--- src/rtl/dp_ctrl_pkg.sv ---
// dp_ctrl_pkg: sequencer states, 5-bit opcode constants and IR field positions
package dp_ctrl_pkg;
    typedef enum logic [3:0] {IDLE, T0, T1, T2, T3, T4, T5, T6, ERR} state_t;
    localparam logic [4:0] OP_ADD = 5'b00000, OP_SUB = 5'b00001, OP_AND = 5'b00010, OP_OR  = 5'b00011;
    localparam logic [4:0] OP_SHR = 5'b00100, OP_SHL = 5'b00101, OP_ROR = 5'b00110, OP_ROL = 5'b00111;
    localparam logic [4:0] OP_MUL = 5'b01110, OP_DIV = 5'b01111;
    localparam int OP_MSB = 31, OP_LSB = 27, RA_MSB = 26, RA_LSB = 23;
    localparam int RB_MSB = 22, RB_LSB = 19, RC_MSB = 18, RC_LSB = 15;
    function automatic logic is_alu3(input logic [4:0] op);
        return op <= OP_ROL;
    endfunction
    function automatic logic is_muldiv(input logic [4:0] op);
        return op == OP_MUL || op == OP_DIV;
    endfunction
endpackage

--- src/rtl/datapath_sequencer_if.sv ---
// datapath_sequencer_if: request inputs and datapath strobes; icount exists only with SEQ_ICOUNT_EN
interface datapath_sequencer_if;
    logic start, mem_ready;
    logic [31:0] ir;
    logic PCout, MARin, PCin, IncPC, Read, MDRin, MDRout, IRin;
    logic Yin, ZLowIn, ZHighIn, Zlowout, Zhighout, HIin, LOin;
    logic [4:0] opcode;
    logic [15:0] Rin, Rout;
    logic busy, done, illegal;
`ifdef SEQ_ICOUNT_EN
    logic [15:0] icount;
`endif
    modport master(
        input start, mem_ready, ir,
        output PCout, MARin, PCin, IncPC, Read, MDRin, MDRout, IRin,
        output Yin, ZLowIn, ZHighIn, Zlowout, Zhighout, HIin, LOin,
        output opcode, Rin, Rout, busy, done, illegal
`ifdef SEQ_ICOUNT_EN
        , output icount
`endif
    );
    modport slave(
        output start, mem_ready, ir,
        input PCout, MARin, PCin, IncPC, Read, MDRin, MDRout, IRin,
        input Yin, ZLowIn, ZHighIn, Zlowout, Zhighout, HIin, LOin,
        input opcode, Rin, Rout, busy, done, illegal
`ifdef SEQ_ICOUNT_EN
        , input icount
`endif
    );
endinterface

--- src/rtl/reg_sel_decoder.sv ---
// reg_sel_decoder: 4-bit register field plus enable to a 16-bit one-hot select
module reg_sel_decoder (
    input  logic [3:0]  sel,
    input  logic        en,
    output logic [15:0] onehot
);
    assign onehot = en ? 16'h1 << sel : '0;
endmodule

--- src/rtl/datapath_sequencer.sv ---
// datapath_sequencer: T0..T6 control sequencer with registered strobes; SEQ_ICOUNT_EN adds a retired-instruction counter
module datapath_sequencer
    import dp_ctrl_pkg::*;
(
    input logic clock,
    input logic clear,
    datapath_sequencer_if.master bus
);
    state_t state, nxt;
    logic [4:0] op;
    logic [3:0] ra, rb, rc, rout_sel;
    logic alu3, muldiv, rout_en, rin_en, done_n, unused_ir;
    logic [15:0] rin_n, rout_n;
    assign op = bus.ir[OP_MSB:OP_LSB];
    assign ra = bus.ir[RA_MSB:RA_LSB];
    assign rb = bus.ir[RB_MSB:RB_LSB];
    assign rc = bus.ir[RC_MSB:RC_LSB];
    assign unused_ir = ^bus.ir[RC_LSB-1:0];
    assign alu3 = is_alu3(op);
    assign muldiv = is_muldiv(op);
    always_comb begin
        nxt = IDLE;
        case (state)
            IDLE: nxt = bus.start ? T0 : IDLE;
            T0: nxt = T1;
            T1: nxt = bus.mem_ready ? T2 : T1;
            T2: nxt = T3;
            T3: nxt = (alu3 || muldiv) ? T4 : ERR;
            T4: nxt = T5;
            T5: nxt = muldiv ? T6 : IDLE;
            default: nxt = IDLE;
        endcase
    end
    // Strobes are decoded from the next state and registered, so ir must be stable when T3 is entered
    assign rout_en = (nxt == T3 && (alu3 || muldiv)) || nxt == T4;
    assign rout_sel = nxt == T3 ? (muldiv ? ra : rb) : (muldiv ? rb : rc);
    assign rin_en = nxt == T5 && alu3;
    assign done_n = (nxt == T5 && alu3) || nxt == T6;
    reg_sel_decoder u_rin (.sel(ra), .en(rin_en), .onehot(rin_n));
    reg_sel_decoder u_rout (.sel(rout_sel), .en(rout_en), .onehot(rout_n));
    always_ff @(posedge clock or negedge clear) begin
        if (!clear) begin
            state <= IDLE;
            {bus.PCout, bus.MARin, bus.PCin, bus.IncPC, bus.Read, bus.MDRin, bus.MDRout, bus.IRin} <= '0;
            {bus.Yin, bus.ZLowIn, bus.ZHighIn, bus.Zlowout, bus.Zhighout, bus.HIin, bus.LOin} <= '0;
            bus.opcode <= '0;
            bus.Rin <= '0;
            bus.Rout <= '0;
            {bus.busy, bus.done, bus.illegal} <= '0;
        end else begin
            state <= nxt;
            bus.PCout <= nxt == T0;
            bus.MARin <= nxt == T0;
            bus.PCin <= nxt == T0;
            bus.IncPC <= nxt == T0;
            bus.Read <= nxt == T1;
            bus.MDRin <= nxt == T1;
            bus.MDRout <= nxt == T2;
            bus.IRin <= nxt == T2;
            bus.Yin <= nxt == T3 && (alu3 || muldiv);
            bus.ZLowIn <= nxt == T4;
            bus.ZHighIn <= nxt == T4 && muldiv;
            bus.opcode <= nxt == T4 ? op : '0;
            bus.Zlowout <= nxt == T5;
            bus.LOin <= nxt == T5 && muldiv;
            bus.Zhighout <= nxt == T6;
            bus.HIin <= nxt == T6;
            bus.Rin <= rin_n;
            bus.Rout <= rout_n;
            bus.busy <= nxt != IDLE;
            bus.done <= done_n;
            bus.illegal <= nxt == ERR;
        end
    end
`ifdef SEQ_ICOUNT_EN
    logic [15:0] icount_q;
    always_ff @(posedge clock or negedge clear) begin
        if (!clear) icount_q <= '0;
        else if (done_n) icount_q <= icount_q + 16'd1;
    end
    assign bus.icount = icount_q;
`endif
endmodule

--- src/flat_wrapper.sv ---
// flat-port wrapper written by rule: the top's interface ports become plain ports
module datapath_sequencer_flat import dp_ctrl_pkg::*;
  (clock, clear, bus_start, bus_mem_ready, bus_ir, bus_PCout, bus_MARin, bus_PCin, bus_IncPC, bus_Read, bus_MDRin, bus_MDRout, bus_IRin, bus_Yin, bus_ZLowIn, bus_ZHighIn, bus_Zlowout, bus_Zhighout, bus_HIin, bus_LOin, bus_opcode, bus_Rin, bus_Rout, bus_busy, bus_done, bus_illegal);
  datapath_sequencer_if bus_i ();
  input logic clock;
  input logic clear;
  input wire logic [$bits(bus_i.start)-1:0] bus_start;
  input wire logic [$bits(bus_i.mem_ready)-1:0] bus_mem_ready;
  input wire logic [$bits(bus_i.ir)-1:0] bus_ir;
  output wire logic [$bits(bus_i.PCout)-1:0] bus_PCout;
  output wire logic [$bits(bus_i.MARin)-1:0] bus_MARin;
  output wire logic [$bits(bus_i.PCin)-1:0] bus_PCin;
  output wire logic [$bits(bus_i.IncPC)-1:0] bus_IncPC;
  output wire logic [$bits(bus_i.Read)-1:0] bus_Read;
  output wire logic [$bits(bus_i.MDRin)-1:0] bus_MDRin;
  output wire logic [$bits(bus_i.MDRout)-1:0] bus_MDRout;
  output wire logic [$bits(bus_i.IRin)-1:0] bus_IRin;
  output wire logic [$bits(bus_i.Yin)-1:0] bus_Yin;
  output wire logic [$bits(bus_i.ZLowIn)-1:0] bus_ZLowIn;
  output wire logic [$bits(bus_i.ZHighIn)-1:0] bus_ZHighIn;
  output wire logic [$bits(bus_i.Zlowout)-1:0] bus_Zlowout;
  output wire logic [$bits(bus_i.Zhighout)-1:0] bus_Zhighout;
  output wire logic [$bits(bus_i.HIin)-1:0] bus_HIin;
  output wire logic [$bits(bus_i.LOin)-1:0] bus_LOin;
  output wire logic [$bits(bus_i.opcode)-1:0] bus_opcode;
  output wire logic [$bits(bus_i.Rin)-1:0] bus_Rin;
  output wire logic [$bits(bus_i.Rout)-1:0] bus_Rout;
  output wire logic [$bits(bus_i.busy)-1:0] bus_busy;
  output wire logic [$bits(bus_i.done)-1:0] bus_done;
  output wire logic [$bits(bus_i.illegal)-1:0] bus_illegal;
  assign bus_i.start = bus_start;
  assign bus_i.mem_ready = bus_mem_ready;
  assign bus_i.ir = bus_ir;
  assign bus_PCout = bus_i.PCout;
  assign bus_MARin = bus_i.MARin;
  assign bus_PCin = bus_i.PCin;
  assign bus_IncPC = bus_i.IncPC;
  assign bus_Read = bus_i.Read;
  assign bus_MDRin = bus_i.MDRin;
  assign bus_MDRout = bus_i.MDRout;
  assign bus_IRin = bus_i.IRin;
  assign bus_Yin = bus_i.Yin;
  assign bus_ZLowIn = bus_i.ZLowIn;
  assign bus_ZHighIn = bus_i.ZHighIn;
  assign bus_Zlowout = bus_i.Zlowout;
  assign bus_Zhighout = bus_i.Zhighout;
  assign bus_HIin = bus_i.HIin;
  assign bus_LOin = bus_i.LOin;
  assign bus_opcode = bus_i.opcode;
  assign bus_Rin = bus_i.Rin;
  assign bus_Rout = bus_i.Rout;
  assign bus_busy = bus_i.busy;
  assign bus_done = bus_i.done;
  assign bus_illegal = bus_i.illegal;
  datapath_sequencer u_core (.clock(clock), .clear(clear), .bus(bus_i));
endmodule
--- config.mk ---
export PLATFORM = sky130hd
export DESIGN_NAME = datapath_sequencer_flat
export DESIGN_NICKNAME = d
export VERILOG_FILES = /design/src/rtl/dp_ctrl_pkg.sv /design/src/rtl/datapath_sequencer_if.sv /design/src/rtl/reg_sel_decoder.sv /design/src/rtl/datapath_sequencer.sv /design/src/flat_wrapper.sv
export SDC_FILE = /design/constraint.sdc
export NUM_CORES = 1
export LEC_CHECK = 0
export CAP_MARGIN = 15
export CORE_MARGIN = 2
export CORE_UTILIZATION = 43
export DETAILED_ROUTE_END_ITERATION = 8
export GPL_TIMING_DRIVEN = 0
export PLACE_DENSITY = 0.87
export SYNTH_ARGS = -nofsm -noshare
export SYNTH_HDL_FRONTEND = slang
export SYNTH_SLANG_ARGS = --single-unit
--- constraint.sdc ---
create_clock -name clock -period 2.2 [get_ports clock]
set_clock_uncertainty 0.15 [all_clocks]
set_input_delay 0.55 -clock clock [delete_from_list [all_inputs] [get_ports clock]]
set_output_delay 0.55 -clock clock [all_outputs]
set_load 0.1 [all_outputs]
==> out/metrics.yaml <==
syn_inst: 192
netlist_area_um2: 2266
p_per_area_nw_per_um2: 935.5
gp_congestion: 0.8402
yosys-top-cells-area: "dfrtp_1 (59%), nor2_1 (6.0%), nor3b_2 (3.3%)"
hold_ws_ps: 92.97
maxCapViolations: 0
cts_buffer_depth: 2
period_share: 0.9829
crit_arrival_ps: 1460
tritoncts: "done"
tightestPinTransition_ps: 967.6
path_class: "reg -> out"
core_area_um2: 5107
io-pin-count: 91
synth_commonest_cells: "dfrtp_1 (53), nor2_1 (36), nand2_1 (10)"
fp.dieW_um: 76.59
fin_nets: 312
netlist.area_leader.share: 0.5853
hold_viol: 0
slowest_delay_ps: 840
worst_skew_pair.late_latency_ps: 300
die_h_um: 76.59
cp_num_buf_inv: 1
dpl.hpwl_um: 3678
drive_above_1_share: 0.2671
drtPass1Iterations: 4
vias: 1739
routed-wl-met2_um: 2510
dr.max_layer_used: "met4"
postSynthAreaPerCell_um2: 11.80
synth_cell_types: 50
portBuffers: 75
fmax_mhz: 462.4
hold_path_class: "in -> async"
synth_ff_type: "dfrtp_1"
crit_path_top_delay_cell: "dlygate4sd2_1"
place_area_um2: 3119
clkTransAtPathRegs_ps: 80
p_leak_uw: 0.001506
wirelength_um: 4908
syn_nets: 228
drc: 0
synth_warnings: 0
r2r-end: "u_core.bus.Rout[9]"
fin_crit_ps: 2162
synthMostInstantiatedCell: "dfrtp_1"
wl_met3_um: 249
stdcell_area_um2: 3159
grt_pass1_vias: 1656
status: "completed"
rows: 26
end_kind: "primary output"
drv_slew: 0
grt_use_total: 0.1714
cp_top_family: "buffers and inverters"
crit_chain: "dlygate4sd2_1"
clockRootBuffer: "clkbuf_8"
crit_path_start_kind: "flop"
wl_met1_um: 2093
ant_nets: 0
initial_core_util: 0.4437
clock_sink_count: 53
rr_worst_depth: 6
r2r_start: "u_core.state[0]"
place_inst: 338
max-slew-margin-rel: 0.3575
h-tree-depth: 2
yosysSeqAreaShare: 0.5853
area_delta_synth_final_pct: 39.43
diodes: 0
rrSetupSlack_ps: 230
grt_max_degree: 28
numCtsBuffers: 5
viasPerCell: 5.012
grt_setup_unrepaired: "false"
synth_edf_count: 0
drt_iter0_markers: 63
synthArstFlopShare: 1.000
overflow: 0
grt_pass1_wl_um: 7907
peakVddDrop_mv: 0.5712
cp.required_ps: 1500
synth_top_area_cell: "dfrtp_1"
final-setup-viol-count: 0
dieArea_um2: 5866
final_cells: 347
synth_seq_cells: 53
antenna_found_initial: 0
finalPower_uw: 2956
crit_fanout: 1
holdBufCountCts: 0
wl_per_cell_um: 14.14
==> cell type report <==
type                    instances  area (µm²)
plain buffers                  15       117.6
well taps                      70       87.58
flip-flops and latches         53        1326
repair buffers                 77       683.2
fillers                       445        1948
inverters                       5       18.77
clock buffers                   6       82.58
clock inverters                 2       13.76
multi-input cells             119       829.5
==> worst max path at each step <==
| stage | from | end | depth (start not counted) |
|---|---|---|---|
| 2_1_floorplan | u_core.bus.PCout | bus_MARin | 1 |
| 3_3_place_gp | clear | u_core.bus.Rin[4] | 1 |
| 3_5_place_dp | bus_ir[28] | u_core.bus.Rout[6] | 6 |
| 4_1_cts | u_core.bus.Rout[1] | bus_Rout[1] | 1 |
| 5_1_grt | u_core.bus.Rin[3] | bus_Rin[3] | 1 |
| 6_report | u_core.bus.Yin | bus_Yin | 1 |
==> cells in the final DEF (no fill, tap or decap), types with 2 or more instances in the layout <==
| cell | Yosys | routed |
|---|---|---|
| nand2_1 | 10 | 10 |
| nor3b_1 | 2 | 2 |
| nand4b_1 | 2 | 2 |
| buf_4 | 9 | 10 |
| a21oi_1 | 3 | 2 |
| or4_1 | 3 | 3 |
| dfrtp_1 | 53 | 53 |
| and3_1 | 2 | 2 |
| clkbuf_8 | 0 | 6 |
| buf_6 | 2 | 3 |
| dlymetal6s2s_1 | 0 | 2 |
| clkdlybuf4s50_1 | 0 | 15 |
| nor2_1 | 36 | 36 |
| or3_1 | 3 | 3 |
| a211o_1 | 2 | 2 |
| clkbuf_2 | 0 | 19 |
| clkdlybuf4s15_1 | 0 | 25 |
| nand2b_1 | 4 | 4 |
| a32oi_1 | 2 | 2 |
| clkdlybuf4s15_2 | 0 | 7 |
| buf_2 | 3 | 4 |
| dlygate4sd2_1 | 0 | 5 |
| inv_1 | 5 | 5 |
| nor3_1 | 9 | 9 |
| nor3b_2 | 6 | 6 |
| and2_1 | 3 | 3 |
| nor2b_1 | 2 | 2 |
==> state kept, by name (all words and copies together), names as in the netlist, 4 cells and up <==
signal             flops
u_core.bus.Rout       16
u_core.bus.Rin        16
u_core.state           4
u_core.bus.opcode      5
==> report_power, final <==
part	switching (µW)	internal (µW)	total, µW
registers	40.2	1040	1080
clock network	294	255	549
logic	928	395	1320
total	1260	1690	2960
==> routing by layer <==
metal,vias to the layer above,GRT usage
li1,824,-
met1,848,0.2094
met2,62,0.2912
met3,5,0.04621
met4,0,0.06364
met5,-,0
==> logic make-up (layout without fill, tap and decap cells) <==
kind of cell / Yosys count / after routing / synth area share
mux: 2 / 2 / 0.009387
flops: 53 / 53 / 0.5853
compound gates: 19 / 19 / 0.07233
simple gates: 95 / 95 / 0.2568
buf+inv: 20 / 105 / 0.05853
xor+xnor: 2 / 2 / 0.01602
other cells: 1 / 1 / 0.001655
==> metrics by stage <==
step	setup WS (ps)	utilization	TNS, ps
final	37.55	0.6186	0
after global routing	0.03908	0.6186	0
after CTS	0.5650	0.6276	0
after detailed placement	-441.5	0.6107	-6864
after global placement	-984.2	0.6078	-58230
after floorplan	142.8	-	0
==> what timing repair did <==
| item | CTS | global route |
|---|---|---|
| pin swaps | 0 | 3 |
| setup endpoints to repair | 66 | 45 |
| resized for setup | 92 | 49 |
| setup buffers | 1 | 0 |
Note: power is estimated with default switching activity, not from simulation.
